### src/rtl/digit_serial_subtractor_32bit.sv
// digit_serial_subtractor_32bit
//   Digit-serial subtractor. It computes Diff = A - B - Bin and processes DIGIT
//   bits per clock, starting with the least-significant digit. One operation is
//   in flight at a time, and both sides use a valid/ready handshake.
//
// Ports
//   clk        rising-edge clock
//   rst        asynchronous active-high reset
//   in_valid   A/B/Bin valid          in_ready   block idle, accepts an operation
//   A, B       minuend / subtrahend   Bin        borrow in
//   out_valid  result valid           out_ready  consumer takes the result
//   Diff       (A - B - Bin) mod 2^WIDTH
//   Bout       unsigned borrow out (A < B + Bin)
//   Ovf        two's-complement overflow
//
// Latency: out_valid rises N = WIDTH/DIGIT edges after the accept edge.
module digit_serial_subtractor_32bit #(
    parameter int WIDTH = 32,
    parameter int DIGIT = 4
) (
    input  logic             clk,
    input  logic             rst,
    input  logic             in_valid,
    output logic             in_ready,
    input  logic [WIDTH-1:0] A,
    input  logic [WIDTH-1:0] B,
    input  logic             Bin,
    output logic             out_valid,
    input  logic             out_ready,
    output logic [WIDTH-1:0] Diff,
    output logic             Bout,
    output logic             Ovf
);

    localparam int N  = WIDTH / DIGIT;
    localparam int CW = (N > 1) ? $clog2(N) : 1;

    generate
        if ((DIGIT < 1) || (DIGIT > WIDTH) || (WIDTH % DIGIT != 0)) begin : g_bad_digit
            $error("DIGIT must divide WIDTH");
        end
    endgenerate

    typedef enum logic [1:0] {IDLE, RUN, DONE} state_t;

    state_t           state, state_nx;
    logic [WIDTH-1:0] a_q, b_q, diff_q, diff_nx;
    logic             borrow_q;
    logic [CW-1:0]    cnt_q;
    logic             sa_q, sb_q;
    logic [DIGIT:0]   step;
    logic             last;

    // One digit step in DIGIT+1 bits. A negative result wraps so that the top
    // bit is set, and that top bit is exactly the borrow out of this digit.
    assign step = {1'b0, a_q[DIGIT-1:0]} - {1'b0, b_q[DIGIT-1:0]}
                - {{DIGIT{1'b0}}, borrow_q};
    assign last = (cnt_q == CW'(N - 1));

    // The digit result enters from the MSB side. After N steps the first
    // digit has reached bit 0.
    generate
        if (DIGIT == WIDTH) begin : g_single
            assign diff_nx = step[DIGIT-1:0];
        end else begin : g_shift
            assign diff_nx = {step[DIGIT-1:0], diff_q[WIDTH-1:DIGIT]};
        end
    endgenerate

    always_ff @(posedge clk or posedge rst) begin
        if (rst) begin
            state    <= IDLE;
            a_q      <= '0;
            b_q      <= '0;
            diff_q   <= '0;
            borrow_q <= 1'b0;
            cnt_q    <= '0;
            sa_q     <= 1'b0;
            sb_q     <= 1'b0;
        end else begin
            state <= state_nx;
            case (state)
                IDLE: begin
                    if (in_valid) begin
                        a_q      <= A;
                        b_q      <= B;
                        borrow_q <= Bin;
                        cnt_q    <= '0;
                        sa_q     <= A[WIDTH-1];
                        sb_q     <= B[WIDTH-1];
                    end
                end
                RUN: begin
                    diff_q   <= diff_nx;
                    a_q      <= a_q >> DIGIT;
                    b_q      <= b_q >> DIGIT;
                    borrow_q <= step[DIGIT];
                    cnt_q    <= cnt_q + CW'(1);
                end
                default: ;
            endcase
        end
    end

    always_comb begin
        state_nx  = state;
        in_ready  = 1'b0;
        out_valid = 1'b0;
        case (state)
            IDLE: begin
                in_ready = 1'b1;
                if (in_valid) state_nx = RUN;
            end
            RUN: begin
                if (last) state_nx = DONE;
            end
            DONE: begin
                out_valid = 1'b1;
                if (out_ready) state_nx = IDLE;
            end
            default: state_nx = IDLE;
        endcase
    end

    // Diff comes straight from its register. Bout and Ovf are gated by DONE,
    // so they read 0 in every other state.
    assign Diff = diff_q;
    assign Bout = (state == DONE) & borrow_q;
    assign Ovf  = (state == DONE) & (sa_q != sb_q) & (diff_q[WIDTH-1] != sa_q);

endmodule

### config.mk
export PLATFORM = sky130hd
export DESIGN_NAME = digit_serial_subtractor_32bit
export DESIGN_NICKNAME = d
export VERILOG_FILES = /design/src/rtl/digit_serial_subtractor_32bit.sv
export SDC_FILE = /design/constraint.sdc
export NUM_CORES = 1
export LEC_CHECK = 0
export ABC_AREA = 1
export CORE_MARGIN = 3
export CORE_UTILIZATION = 35
export CTS_CLUSTER_DIAMETER = 150
export DETAILED_ROUTE_END_ITERATION = 10
export GPL_TIMING_DRIVEN = 0
export PLACE_DENSITY_LB_ADDON = 0.12
export SYNTH_ARGS = -nofsm -noshare
export SYNTH_HDL_FRONTEND = slang
export SYNTH_SLANG_ARGS = --single-unit
### constraint.sdc
create_clock -name clk -period 4 [get_ports clk]
set_input_delay 1.2 -clock clk [delete_from_list [all_inputs] [get_ports clk]]
set_output_delay 1.2 -clock clk [all_outputs]
set_load 0.005 [all_outputs]
==> impl_results.html <==
<table>
<tr><th>Metric</th><th>Value</th></tr>
<tr><th colspan="2">Timing</th></tr>
<tr><td>FMAX</td><td>0.345 GHz</td></tr>
<tr><td>Worst-Margin Slew</td><td>0.788 ns</td></tr>
<tr><td>Final Slew Violations</td><td>0</td></tr>
<tr><td>Post-route clock period utilization</td><td>0.724</td></tr>
<tr><td>Final count of negative-setup-slack endpoints</td><td>0</td></tr>
<tr><td>Unrepaired setup endpoints after global routing</td><td>no</td></tr>
<tr><td>Number of endpoints with negative hold slack in the final report</td><td>0</td></tr>
<tr><td>Normalized max-slew margin</td><td>0.475</td></tr>
<tr><td>Final worst clock skew</td><td>approximately 0.008 ns</td></tr>
<tr><td>Minimum setup slack in the final design</td><td>about 1.1 ns</td></tr>
<tr><td>Hold slack</td><td>0.481 ns</td></tr>
<tr><td>Post-layout minimum cycle time</td><td>2.90 ns</td></tr>
<tr><th colspan="2">Setup path</th></tr>
<tr><td>Category of the critical setup timing path</td><td>reg -&gt; out</td></tr>
<tr><td>Max stage delay cell, worst path</td><td>sky130_fd_sc_hd__clkdlybuf4s50_1</td></tr>
<tr><td>Worst Reg2Reg Path Length in Cells</td><td>7</td></tr>
<tr><td>Delay of the slowest cell on the worst path</td><td>0.50 ns</td></tr>
<tr><td>Critical-path cell list</td><td>nor2_1 &gt; o21ai_0 &gt; nor2_1 &gt; clkdlybuf4s50_1</td></tr>
<tr><td>Crit start category</td><td>register</td></tr>
<tr><td>CP Buf/Inv Count</td><td>1</td></tr>
<tr><td>Worst setup slack for register-to-register paths</td><td>about 2.2 ns</td></tr>
<tr><td>Data arrival time at the worst-slack endpoint</td><td>1.70 ns</td></tr>
<tr><td>Data required time of the critical path</td><td>2.80 ns</td></tr>
<tr><td>Critical Path End Type</td><td>output pin</td></tr>
<tr><td>Delay-heaviest family, CP</td><td>buffers and inverters</td></tr>
<tr><td>Top cell by count, worst path</td><td>sky130_fd_sc_hd__nor2_1</td></tr>
<tr><td>Launch instance of the worst register-to-register path</td><td>a_q[0]</td></tr>
<tr><td>Worst R2R End</td><td>Diff[31]</td></tr>
<tr><td>Largest fanout on the critical path</td><td>4</td></tr>
<tr><th colspan="2">Place</th></tr>
<tr><td>Pre-CTS setup slack</td><td>1.30 ns</td></tr>
<tr><td>Port Buf Inserts</td><td>104</td></tr>
<tr><td>Placed instance area</td><td>6170 um2</td></tr>
<tr><td>HPWL reported at the end of detailed placement</td><td>roughly 8.6 mm</td></tr>
<tr><td>Last weighted congestion value of the routability-driven placer</td><td>approximately 0.76</td></tr>
<tr><th colspan="2">GRT</th></tr>
<tr><td>Global-route wire length before repair</td><td>between 15 and 20 mm</td></tr>
<tr><td>Vias in the first global route</td><td>a little under 4000</td></tr>
<tr><td>Maximum number of pins on one net before global-route repair</td><td>62</td></tr>
<tr><td>Number of antenna violations at the first check in global routing</td><td>0</td></tr>
<tr><td>Total GRT Usage</td><td>0.162</td></tr>
<tr><td>Total global routing overflow</td><td>0</td></tr>
<tr><th colspan="2">Final layout</th></tr>
<tr><td>Final core area utilization</td><td>0.479</td></tr>
<tr><td>Area overhead of the layout relative to synthesis</td><td>32.1%</td></tr>
<tr><td>Fraction of layout cells with a size suffix above 1</td><td>0.0790</td></tr>
<tr><td>Post-route cell area</td><td>6440 um2</td></tr>
<tr><td>Most frequent cells in the layout</td><td>sky130_fd_sc_hd__nand2_1 (210), sky130_fd_sc_hd__dfrtp_1 (104), sky130_fd_sc_hd__clkdlybuf4s50_1 (104)</td></tr>
<tr><td>Diodes inserted</td><td>0</td></tr>
<tr><td>Most common library cell in the layout ignoring fill and taps</td><td>sky130_fd_sc_hd__nand2_1</td></tr>
<tr><td>Number of nets at the end of the flow</td><td>slightly below 800</td></tr>
<tr><th colspan="2">Die</th></tr>
<tr><td>Cell row count</td><td>42</td></tr>
<tr><td>I/O pins</td><td>105</td></tr>
<tr><td>Effective utilization at floorplan</td><td>0.363</td></tr>
<tr><td>Die boundary height</td><td>124 um</td></tr>
<tr><td>Floorplan core area</td><td>13500 um2</td></tr>
<tr><td>Die boundary width</td><td>approximately 120 um</td></tr>
<tr><td>Die area</td><td>15400 um2</td></tr>
<tr><th colspan="2">Worst hold path</th></tr>
<tr><td>WHS Path Cells</td><td>2</td></tr>
<tr><td>Start point of the worst min-delay path</td><td>Diff[2]</td></tr>
<tr><td>Hold/Removal Path Class</td><td>reg -&gt; reg</td></tr>
<tr><td>Hold-critical path endpoint</td><td>Diff[2]</td></tr>
<tr><th colspan="2">Pwr</th></tr>
<tr><td>Power per standard cell area</td><td>755 nW/um2</td></tr>
<tr><td>Leakage Power</td><td>3.02 nW</td></tr>
<tr><td>Largest voltage drop on the vdd net</td><td>0.212 mV</td></tr>
<tr><th colspan="2">Drt</th></tr>
<tr><td>DRC viols</td><td>0</td></tr>
<tr><td>Router iterations before antenna repair</td><td>4</td></tr>
<tr><td>Final WL</td><td>11.8 mm</td></tr>
<tr><td>Routed length per placed instance</td><td>13.3 um</td></tr>
<tr><td>Ratio of routed vias to standard cells</td><td>4.58</td></tr>
<tr><td>Iteration-0 DRC count of the detailed router</td><td>~230</td></tr>
<tr><td>Via Count</td><td>4049</td></tr>
<tr><td>Final ANT Viol Nets</td><td>0</td></tr>
<tr><th colspan="2">Yosys</th></tr>
<tr><td>Average size of a mapped cell</td><td>8.30 um2</td></tr>
<tr><td>FFs w/ async S/R, synth</td><td>1.00</td></tr>
<tr><td>Post-synth cell types</td><td>24</td></tr>
<tr><td>Cell area after technology mapping</td><td>4880 um2</td></tr>
<tr><td>Ys Warns</td><td>0</td></tr>
<tr><td>Post-synth top flop</td><td>sky130_fd_sc_hd__dfrtp_1</td></tr>
<tr><td>Seq cells post-synth</td><td>between 100 and 150</td></tr>
<tr><td>Portion of the post-synthesis area used by sequential elements</td><td>0.533</td></tr>
<tr><td>Post-synth EDFFs</td><td>0</td></tr>
<tr><td>Post-synth net total</td><td>665</td></tr>
<tr><td>Synth Instances</td><td>588</td></tr>
<tr><th colspan="2">Job</th></tr>
<tr><td>Max-capacitance violation count</td><td>0</td></tr>
<tr><th colspan="2">Clock tree</th></tr>
<tr><td>Register clock-pin slew on the reported worst setup and hold paths</td><td>0.07 ns</td></tr>
<tr><td>Max Root-Sink Buffers</td><td>2</td></tr>
<tr><td>CTS Buf Count</td><td>9</td></tr>
<tr><td>Number of resized instances in the post-cts repair step</td><td>0</td></tr>
<tr><td>CTS tree</td><td>built</td></tr>
<tr><td>H-tree depth</td><td>3</td></tr>
<tr><td>Hold_buf cts</td><td>0</td></tr>
<tr><td>Total clock sinks</td><td>104</td></tr>
<tr><td>Total setup buffers inserted after CTS</td><td>0</td></tr>
<tr><td>Root buffer cell</td><td>sky130_fd_sc_hd__clkbuf_16</td></tr>
<tr><td>Insertion delay of the later-clocked pin in the worst-skew pair</td><td>0.35 ns</td></tr>
<tr><th colspan="2">Outcome</th></tr>
<tr><td>Run status</td><td>completed</td></tr>
</table>
==> cells by family (layout without fill, tap and decap cells) <==
group,Yosys count,count (layout),synth area share
and+or+nand+nor,225,225,0.176
adders and majority gates,8,8,0.0236
AOI/OAI and AO/OA,138,138,0.156
buffers and inverters,113,234,0.112
DFF,104,104,0.533
==> worst min-delay path: stages, from the launching register on <==
cell	delay, ns
sky130_fd_sc_hd__dfrtp_1	0.34
sky130_fd_sc_hd__nand2_1	0.05
sky130_fd_sc_hd__nand2_1	0.05
==> layout make-up <==
cell class	count	area, um2
clock inverters	6	45.0
flip-flops and latches	104	2600
multi-input cells	371	1730
plain buffers	31	235
inverters	82	313
well taps	176	220
fillers	1332	7010
clock buffers	10	229
repair buffers	105	1070
==> cell usage after synthesis (2+ instances only) <==
cell | count | share of area
sky130_fd_sc_hd__or2_2 | 2 | 0.0026
sky130_fd_sc_hd__clkbuf_1 | 7 | 0.0054
sky130_fd_sc_hd__nand3_1 | 4 | 0.0041
sky130_fd_sc_hd__dfrtp_1 | 104 | 0.53
sky130_fd_sc_hd__nand2_1 | 210 | 0.16
sky130_fd_sc_hd__o21ai_0 | 94 | 0.096
sky130_fd_sc_hd__fa_1 | 2 | 0.0082
sky130_fd_sc_hd__o21ai_2 | 9 | 0.016
sky130_fd_sc_hd__a22o_1 | 2 | 0.0036
sky130_fd_sc_hd__o22ai_2 | 2 | 0.0051
sky130_fd_sc_hd__inv_1 | 80 | 0.062
sky130_fd_sc_hd__buf_6 | 14 | 0.032
sky130_fd_sc_hd__nor2_1 | 8 | 0.0062
sky130_fd_sc_hd__ha_1 | 6 | 0.015
sky130_fd_sc_hd__o21ai_1 | 28 | 0.029
sky130_fd_sc_hd__buf_2 | 8 | 0.0082
==> how the worst max path moves through the flow <==
stage | startpoint | to | cells after the start
floorplan | rst | Diff[0] | 1
global placement | rst | a_q[15] | 2
detailed placement | in_valid | a_q[1] | 6
CTS | state[0] | Ovf | 4
global route | state[0] | Ovf | 4
finish | state[0] | Ovf | 4
==> report_power, final <==
group,switching (W),internal (W)
clock network,0.000400,0.000425
logic,0.00132,0.00100
registers,0.000215,0.00151
total,0.00193,0.00293
==> metal layers <==
| metal | up-vias | global-route usage | share of wire |
|---|---|---|---|
| li1 | 2053 | - | - |
| met1 | 1895 | 0.228 | 0.48 |
| met2 | 89 | 0.255 | 0.46 |
| met3 | 12 | 0.0241 | 0.043 |
| met4 | 0 | 0.0595 | 0.016 |
| met5 | - | 0 | 0 |
==> metrics by stage <==
stage               setup TNS [ns]  instances  total power (W)
floorplan                        0        588          0.00322
global placement           -163.06        868          0.00403
detailed placement               0        869          0.00409
CTS                              0        885          0.00493
global route                     0        885          0.00534
finish                           0        885          0.00487
==> registers in the layout, summed over array words and instances (netlist names) <==
name / cells
sb_q: 1
a_q: 32
b_q: 32
sa_q: 1
borrow_q: 1
state: 2
cnt_q: 3
Diff: 32
Note: power is estimated with default switching activity, not from simulation.
